File: config.mk
export PLATFORM = sky130hd
export DESIGN_NAME = mux2_stream_arbiter
export DESIGN_NICKNAME = d
export VERILOG_FILES = /design/src/rtl/mux2_stream_arbiter.sv
export SDC_FILE = /design/constraint.sdc
export NUM_CORES = 1
export LEC_CHECK = 0
export ABC_AREA = 1
export CORE_MARGIN = 4
export CORE_UTILIZATION = 38
export DETAILED_ROUTE_END_ITERATION = 10
export GPL_TIMING_DRIVEN = 0
export PLACE_DENSITY = 0.71
export SKIP_CTS_REPAIR_TIMING = 1
export SLEW_MARGIN = 25
export SYNTH_ARGS = -nofsm -noshare
export SYNTH_HDL_FRONTEND = slang
export SYNTH_SLANG_ARGS = --single-unit
File: constraint.sdc
create_clock -name clk -period 1.7 [get_ports clk]
set_input_delay 0.425 -clock clk [delete_from_list [all_inputs] [get_ports clk]]
set_output_delay 0.425 -clock clk [all_outputs]
set_load 0.05 [all_outputs]
File: src/rtl/mux2_stream_arbiter.sv
`default_nettype none
// ============================================================================
//  Module      : mux2_stream_arbiter
//  Description : Packet-granular round-robin arbiter for two valid/ready
//                streams that share one 2:1 mux. It drives the mux select and
//                registers the selected beat into a single-entry output stage.
//  Revision    : 1.0 - initial release
// ============================================================================
module mux2_stream_arbiter #(
    parameter int WIDTH = 8
) (
    input  logic             clk,
    input  logic             rst_n,
    input  logic             in0_valid,
    output logic             in0_ready,
    input  logic [WIDTH-1:0] in0_data,
    input  logic             in0_last,
    input  logic             in1_valid,
    output logic             in1_ready,
    input  logic [WIDTH-1:0] in1_data,
    input  logic             in1_last,
    output logic             out_valid,
    input  logic             out_ready,
    output logic [WIDTH-1:0] out_data,
    output logic             out_last,
    output logic             sel,
    output logic             busy
);

    typedef enum logic [1:0] {
        S_IDLE  = 2'd0,
        S_LOCK0 = 2'd1,
        S_LOCK1 = 2'd2
    } state_t;

    state_t           r_state;
    state_t           w_state_nxt;
    logic             r_ptr;
    logic             w_ptr_nxt;
    logic             r_out_valid;
    logic [WIDTH-1:0] r_out_data;
    logic             r_out_last;
    logic             r_sel;

    logic             w_slot_free;
    logic             w_gnt0;
    logic             w_gnt1;
    logic             w_xfer0;
    logic             w_xfer1;

    // The output register can take a beat when empty or being drained now.
    assign w_slot_free = !r_out_valid | out_ready;

    // Grant selection: open round-robin contention in IDLE, fixed owner while locked.
    always_comb begin
        w_gnt0 = 1'b0;
        w_gnt1 = 1'b0;
        case (r_state)
            S_IDLE: begin
                // r_ptr holds the last winner, so the other input wins a tie.
                w_gnt0 = in0_valid & (!in1_valid | r_ptr);
                w_gnt1 = in1_valid & (!in0_valid | !r_ptr);
            end
            S_LOCK0: w_gnt0 = 1'b1;
            S_LOCK1: w_gnt1 = 1'b1;
            default: ;
        endcase
    end

    // rst_n gates the readies so nothing is accepted while reset is held.
    assign in0_ready = rst_n & w_gnt0 & w_slot_free;
    assign in1_ready = rst_n & w_gnt1 & w_slot_free;
    assign w_xfer0   = in0_valid & in0_ready;
    assign w_xfer1   = in1_valid & in1_ready;

    // Packet tracking: lock on a non-last beat, release and move the pointer on the last.
    always_comb begin
        w_state_nxt = r_state;
        w_ptr_nxt   = r_ptr;
        case (r_state)
            S_IDLE: begin
                if (w_xfer0) begin
                    if (in0_last) w_ptr_nxt   = 1'b0;
                    else          w_state_nxt = S_LOCK0;
                end else if (w_xfer1) begin
                    if (in1_last) w_ptr_nxt   = 1'b1;
                    else          w_state_nxt = S_LOCK1;
                end
            end
            S_LOCK0: begin
                if (w_xfer0 && in0_last) begin
                    w_state_nxt = S_IDLE;
                    w_ptr_nxt   = 1'b0;
                end
            end
            S_LOCK1: begin
                if (w_xfer1 && in1_last) begin
                    w_state_nxt = S_IDLE;
                    w_ptr_nxt   = 1'b1;
                end
            end
            default: w_state_nxt = S_IDLE;
        endcase
    end

    // State and priority pointer registers; pointer resets to 1 so in0 wins first.
    always_ff @(posedge clk or negedge rst_n) begin
        if (!rst_n) begin
            r_state <= S_IDLE;
            r_ptr   <= 1'b1;
        end else begin
            r_state <= w_state_nxt;
            r_ptr   <= w_ptr_nxt;
        end
    end

    // Output stage: a load beats a drain; payload and select hold once drained.
    always_ff @(posedge clk or negedge rst_n) begin
        if (!rst_n) begin
            r_out_valid <= 1'b0;
            r_out_data  <= '0;
            r_out_last  <= 1'b0;
            r_sel       <= 1'b0;
        end else if (w_xfer0) begin
            r_out_valid <= 1'b1;
            r_out_data  <= in0_data;
            r_out_last  <= in0_last;
            r_sel       <= 1'b0;
        end else if (w_xfer1) begin
            r_out_valid <= 1'b1;
            r_out_data  <= in1_data;
            r_out_last  <= in1_last;
            r_sel       <= 1'b1;
        end else if (out_ready) begin
            r_out_valid <= 1'b0;
        end
    end

    assign out_valid = r_out_valid;
    assign out_data  = r_out_data;
    assign out_last  = r_out_last;
    assign sel       = r_sel;
    assign busy      = (r_state != S_IDLE);

endmodule
`default_nettype wire

# Word level (Yosys, flattened, before mapping)

Index checks and enable logic that the tools add are counted.

Memories: 0
Bits in latches: 0
RAM bits: 0
ROM bits: 0
Input port bits: 23
Register bits after elaboration: 14

$add $sub $neg: 0
Equal/unequal tests: 9
Multipliers: 0
Multiplexer cells: 25
Bitwise logic cells: 11
Reduce and logical (&&, ||, !) cells: 13
Shift operators: 0
Div/mod/pow operators: 0
Magnitude comparators: 0

Operator list:

| cell                 | count |
|---|---|
| $mux W8              | 2 |
| $ne A3 B3 Y1 const B | 5 |
| $mux W1              | 13 |
| $mux W2              | 6 |
| $and A1 B1 Y1        | 8 |
| $pmux W2 S3          | 1 |
| $reduce_and A6 Y1    | 1 |
| $reduce_bool A3 Y1   | 2 |
| $reduce_and A5 Y1    | 1 |
| $logic_not A1 Y1     | 4 |
| $ne A2 B2 Y1 const B | 2 |
| $pmux W1 S2          | 2 |
| $reduce_bool A2 Y1   | 2 |
| $or A1 B1 Y1         | 3 |
| $pmux W1 S3          | 1 |
| $eq A2 B1 Y1 const B | 1 |
| $eq A2 B2 Y1 const B | 1 |
| $logic_and A1 B1 Y1  | 2 |
| $logic_not A2 Y1     | 1 |

# Longest topological paths before layout

Gate-level depths: netlist of run 1.

Depth after elaboration: 10
Gate-level depth with buffers: 14
Depth with buffers taken out: 13

# Worst setup path before layout of run 1

Ideal clock, no wire load.

Path type: register to output
Start: reg r_state[0]
End: out in1_ready
Buffers on the path: 1
Slack: -0.328 ns
Stages on the path, launching flop included: 6
Data arrival time: 1.603 ns
Cell sequence: dfrtp_1 -> inv_1 -> ha_1 -> buf_6 -> nand3_1 -> a21oi_1

Cells in the longest elaborated chain, start to end: 4
Elaborated cells between the ends (all ways): 5
Classes of those cells: 1 x eq/ne; 1 x mux; 2 x bitwise; 1 x reduce/logical

RTL lines:

| element                                          | RTL line | RTL |
|---|---|---|
| from (decl)                                      | 36       | `state_t r_state;` |
| from (signal assigned)                           | 112      | `r_state <= w_state_nxt;` |
| $eq A2 B2 Y1 or $logic_not A2 Y1 (tied branches) | 58       | `case (r_state)` |
| $pmux W1 S2 *                                    | 58       |  |
| $and A1 B1 Y1 * (2 in a row)                     | 72       | `assign in1_ready = rst_n & w_gnt1 & w_slot_free;` |
| to (decl)                                        | 19       | `output logic in1_ready,` |

Every way passes the cells marked *; elsewhere a longest branch is shown, timed or not.

# Final worst setup path of run 1

Start: reg r_state[1]
End: out in0_ready

Cells in the longest elaborated chain, start to end: 4
Elaborated cells between the ends (all ways): 5
Classes of those cells: 1 x eq/ne; 1 x mux; 2 x bitwise; 1 x reduce/logical

RTL lines:

| element                                          | RTL line | RTL |
|---|---|---|
| $eq A2 B1 Y1 or $logic_not A2 Y1 (tied branches) | 58       |  |
| $pmux W1 S2 *                                    | 58       |  |
| $and A1 B1 Y1 * (2 in a row)                     | 71       | `assign in0_ready = rst_n & w_gnt0 & w_slot_free;` |
| to (decl)                                        | 15       | `output logic in0_ready,` |

Marks and branches as above.

==> flow_summary.yaml, run 1 <==
outcome:
  status: "finished with violations"
  violations: "negative setup slack"
critical_path:
  crit_fanout: 8
  regToRegSetupSlack_ns: -0.15
  slowest_stage: "dfrtp_1"
  crit-reg2reg-launch: "r_state[1]"
  slowest_delay_ns: 0.42
  cp-start-kind: "register"
  path_cells: "inv_2 -> ha_4 -> buf_6 -> nand2_4 -> inv_2 -> nand2_2 -> nand2_4 -> nand2_4 -> clkinvlp_4 -> buf_8"
  cpMostUsedCell: "nand2_4"
  worstPathRequired_ns: 1.27
  r2r_cells: 12
  critPathArrivalTime_ns: 1.58
  end_kind: "output port"
  cp.buffers_inverters: 5
  critPathKind: "reg2out"
  cpLargestDelayFamily: "buffers and inverters"
  r2r_end: "r_state[0]"
synthesis:
  netlist_top_cells_count: "27 x nand2_1, 15 x inv_1, 13 x dfrtp_1"
  syn_nets: 143
  async_flop_share_pct: 100
  yosysWarnings: 0
  yosysTopAreaCell: "dfrtp_1"
  netlist_area_um2: 888
  synth_flop_cell: "dfrtp_1"
  yosys_register_bits: 14
  yosysMostFrequentCell: "nand2_1"
  synthTopCellsByArea: "dfrtp_1 37%, nand2_1 11%, inv_1 6.3%, ha_1 5.6%, nand3_1 5.1%"
  synth_cells: 116
  ys_seq_area_share_pct: 39.6
  yosys.area.top_type_share_pct: 36.6
  synth_edf_count: 0
  ys_types: 24
  syn_area_per_cell_um2: 7.66
routing:
  vias: 946
  firstDrtPassIters: 4
  wire_per_inst_um: 12.7
  drt_iter0_drc: 11
  route.detailed.drc: 0
  finalWirelength_um: 2490
  via_per_inst: 4.83
  antenna_left: 0
place:
  dp_hpwl_um: 1800
  port_buffers: 36
  place_ws_ns: -1.56
  place_area_mm2: 0.00131
  place.gp.congestion: 0.767
timing:
  fin_ws_ns: -0.300
  drv_slew: 0
  finalHoldViolCount: 0
  fmax_ghz: 0.500
  worstMarginPinSlew_ns: 0.522
  setup_viol: 17
  fin_skew_ns: 0.00719
  rsz0062_at_grt: "true"
  post-route-period-util_pct: 118
  period_needed_ns: 2.00
  tns_ns: -2.09
  max_slew_margin_pct: 65.1
finish:
  fin_nets: 196
  seq_area_um2: 352
  stdcell_area_mm2: 0.00156
  utilization_pct: 70.5
  drive_gt1_share_pct: 30.4
  multi_input_area_um2: 531
  fillers: 189
  layout-area-overhead-vs-synth_pct: 75.5
  diodes: 0
grt:
  grt_use_met1_pct: 18.3
  grtUsageMet3_pct: 3.22
  grt_use_total_pct: 15.5
  antenna_found_initial: 0
  grt_max_degree: 17
  grt_overflow: 0
  grt_pass1_wl_um: 3910
  busiest_layer: "met2"
  gr-usage-met2_pct: 27.2
  grt_pass1_vias: 889
power:
  p_switching_mw: 1.29
  pwr-share-seq_pct: 22.7
  combPwrFrac_pct: 68.0
  switching_share_pct: 49.7
  p_per_area_mw_per_mm2: 1660
  p_total_mw: 2.59
  total_leakage_power_nw: 0.862
  internal-power_mw: 1.30
  vdd_drop_max_uv: 1140
  clkPwrFrac_pct: 9.3
cts:
  h-tree-depth: 1
  clk_pin_slew_ns: 0.09
  cts_tree: "done"
  clock_latency_ns: 0.28
  cts_max_path_buffers: 2
  clock_sinks: 14
  numCtsBuffers: 3
  root_buffer: "clkbuf_4"
floorplanning:
  core-area_mm2: 0.00221
  die_area_mm2: 0.00318
  fp-row-count: 17
  initial_core_util_pct: 40.2
  die_height_um: 56.4
  chipWidth_um: 56.4
  ioPinCount: 37
job:
  drv_cap: 0
min_path:
  hold_path.class: "in2async"
[kinds of logic after synthesis]
logic type | Yosys count | synth area share [%]
simple gates | 58 | 32.7
compound gates | 21 | 13.1
buf+inv | 19 | 9.01
flops | 14 | 39.6
fa+ha+maj | 4 | 5.63
[worst max-delay path by stage]
stage / start / endpoint / slack [ns] / depth (start not counted)
after floorplan: r_state[0] / in0_ready / 0.008 / 9
after detailed placement: rst_n / in0_ready / -1.56 / 6
after global placement: rst_n / in0_ready / -1.52 / 6
final: r_state[1] / in0_ready / -0.30 / 10
after global routing: r_state[1] / in0_ready / -0.37 / 10
after CTS: rst_n / in0_ready / -1.54 / 6
[registers in the layout, summed over array words and instances (netlist names)]
name	count
out_last	1
out_valid	1
r_ptr	1
out_data	8
sel	1
r_state	2
[per-layer routing]
layer | wire (µm) | vias to the layer above
li1 | - | 475
met1 | 1040 | 435
met2 | 1240 | 32
met3 | 181 | 4
met4 | 31 | 0
met5 | 0 | -
[cell type report]
| type | count | area share (%) |
|---|---|---|
| buffer | 2 | 1.69 |
| inverter | 17 | 5.14 |
| tap | 28 | 2.25 |
| clock buffer | 4 | 2.33 |
| multi-input combinational | 83 | 34.0 |
| timing repair buffer | 48 | 32.0 |
| sequential | 14 | 22.6 |
[through the flow]
stage | std cells | hold WS (ns)
detailed placement | 180 | 0.471
finish | 196 | 0.0452
global route | 196 | 0.0615
global placement | 180 | 0.465
CTS | 184 | 0.484
floorplan | 116 | 0.129
[placed cells by master (no fill, tap or decap), drive strengths merged]
cell	Yosys	routed
a31o	1	1
dlymetal6s2s	0	12
o21ai	16	16
dfrtp	13	13
inv	17	16
buf	2	17
nor2	11	11
nand2	34	34
nand3	12	12
clkbuf	0	5
o31ai	1	1
dfstp	1	1
a31oi	1	1
a21oi	2	2
ha	4	4
clkinvlp	0	1
clkdlybuf4s50	0	20
nand4	1	1
[power groups by stage]
stage	sequential (mW)	combinational [mW]	clock (mW)
final	0.587	1.76	0.241
after global routing	0.613	1.89	0.258
after CTS	0.586	1.55	0.248
after detailed placement	0.589	1.55	0
after global placement	0.581	1.53	0
after floorplan	1.01	0.648	0
(Power assumes the default switching activity.)
==> run 2: changes to the inputs <==
--- a/config.mk
+++ b/config.mk
@@ -6,8 +6,9 @@
 export NUM_CORES = 1
 export LEC_CHECK = 0
 export ABC_AREA = 1
-export CORE_MARGIN = 4
+export CORE_MARGIN = 8
 export CORE_UTILIZATION = 38
+export CTS_CLUSTER_DIAMETER = 100
 export DETAILED_ROUTE_END_ITERATION = 10
 export GPL_TIMING_DRIVEN = 0
 export PLACE_DENSITY = 0.71
==> run 2 against run 1 <==
The flow still finishes with violations (negative setup slack). Hold slack lost 0.00096 ns. Fmax shrank 0.41%. Combinational power is essentially flat. Core utilization shrank 0.62 points. Clock power is essentially flat. Largest cell class unchanged.
==> flow_summary.yaml, run 2 (synthesized netlist as in run 1, its figures left out) <==
floorplanning:
  chipWidth_um: 64.4
  ioPinCount: 37
  die_height_um: 64.4
  die_area_mm2: 0.00414
  core-area_mm2: 0.00221
  fp-row-count: 17
  initial_core_util_pct: 40.2
grt:
  grt_use_total_pct: 12.0
  grt_overflow: 0
  grt_pass1_vias: 936
  grt_max_degree: 17
  grt_pass1_wl_um: 4070
  antenna_found_initial: 0
timing:
  period_needed_ns: 2.01
  post-route-period-util_pct: 118
  drv_slew: 0
  fmax_ghz: 0.498
  timing.hold.ws_ns: 0.0442
  max_slew_margin_pct: 64.9
  tns_ns: -1.62
  setup_viol: 16
  finalHoldViolCount: 0
  fin_ws_ns: -0.308
  worstMarginPinSlew_ns: 0.526
  fin_skew_ns: 0.00522
  rsz0062_at_grt: "true"
power:
  p_switching_mw: 1.30
  p_per_area_mw_per_mm2: 1690
  combPwrFrac_pct: 68.4
  switching_share_pct: 49.7
  vdd_drop_max_uv: 1200
  pwr-share-seq_pct: 22.3
  internal-power_mw: 1.31
  total_leakage_power_nw: 0.855
  clkPwrFrac_pct: 9.3
  p_total_mw: 2.61
finish:
  final_common_cell: "nand2_1"
  diodes: 0
  fin_cells: 195
  fin_nets: 195
  final_cell_mix: "25 x nand2_1, 20 x clkdlybuf4s50_1, 13 x dfrtp_1"
  largest_register_ff_count: 8
  layout-area-overhead-vs-synth_pct: 73.9
  drive_gt1_share_pct: 30.5
routing:
  antenna_left: 0
  wire_per_inst_um: 12.9
  drt_iter0_drc: 36
  via_per_inst: 4.78
  route.detailed.drc: 0
  vias: 932
  firstDrtPassIters: 4
  finalWirelength_um: 2510
critical_path:
  critPathKind: "reg2out"
  crit-reg2reg-launch: "r_state[0]"
  cp-start-kind: "register"
  critPathArrivalTime_ns: 1.58
  worstPathRequired_ns: 1.27
  r2r_cells: 15
  r2r_end: "r_state[0]"
  end_kind: "output port"
  crit_fanout: 6
  regToRegSetupSlack_ns: -0.13
cts:
  cts_tree: "done"
  cts_max_path_buffers: 2
  clk_pin_slew_ns: 0.09
  clock_sinks: 14
  numCtsBuffers: 3
  root_buffer: "clkbuf_4"
  clock_latency_ns: 0.29
  h-tree-depth: 1
job:
  drv_cap: 0
place:
  place_inst: 180
  place.gp.congestion: 0.854
  port_buffers: 36
  place_ws_ns: -1.53
  dp_hpwl_um: 1840
outcome:
  violations: "negative setup slack"
  status: "finished with violations"
min_path:
  hold_path.class: "in2async"
-- run 2: changes by cell type in the layout (fill, tap and decap cells not counted), moves of 2 or more --
cell / change
nor2_1: +2
buf_4: -2
buf_6: +3
o21ai_2: +2
-- run 2: worst max-delay path by stage --
stage / startpoint / endpoint / slack, ns / cells after the start
2_1_floorplan: r_state[0] / in0_ready / 0.008 / 9
3_3_place_gp: rst_n / in0_ready / -1.52 / 6
3_5_place_dp: rst_n / in0_ready / -1.53 / 6
4_1_cts: rst_n / in0_ready / -1.53 / 6
5_1_grt: r_state[0] / in0_ready / -0.37 / 10
6_report: r_state[0] / in0_ready / -0.31 / 10
-- run 2: per-layer routing --
| layer | wire length (µm) | up-vias | global-route usage, % |
|---|---|---|---|
| li1 | - | 474 | - |
| met5 | 0 | - | 0 |
| met3 | 277 | 4 | 6.97 |
| met1 | 1040 | 422 | 13.0 |
| met4 | 30 | 0 | 5.72 |
| met2 | 1170 | 32 | 18.6 |
-- run 2: layout make-up --
| cell class | count | area (µm²) |
|---|---|---|
| clock buffers | 4 | 36.3 |
| fillers | 198 | 667 |
| repair buffers | 47 | 487 |
| inverters | 17 | 82.6 |
| flip-flops and latches | 14 | 352 |
| multi-input cells | 83 | 531 |
| plain buffers | 2 | 22.5 |
| well taps | 28 | 35.0 |
-- run 2: per-stage QoR --
step	instance area, µm²	util [%]
floorplan	916	-
global placement	1310	59.3
detailed placement	1310	59.3
CTS	1350	60.9
global route	1550	69.9
finish	1550	69.9
-- run 2: power by group through the flow --
stage	logic, mW	clock network (mW)	registers (mW)
detailed placement	1.55	0	0.592
CTS	1.56	0.245	0.585
global route	1.93	0.259	0.599
global placement	1.54	0	0.580
floorplan	0.648	0	1.01
finish	1.79	0.243	0.582
-- run 2: worst max-delay path: stages, from the launching register on --
cell and delay (ns):
dfrtp_1 0.41, inv_2 0.07, ha_4 0.15, buf_6 0.13, nand2_4 0.06, inv_2 0.03, nand2_2 0.07, nand2_4 0.06
nand2_4 0.06, clkinvlp_4 0.09, buf_8 0.15
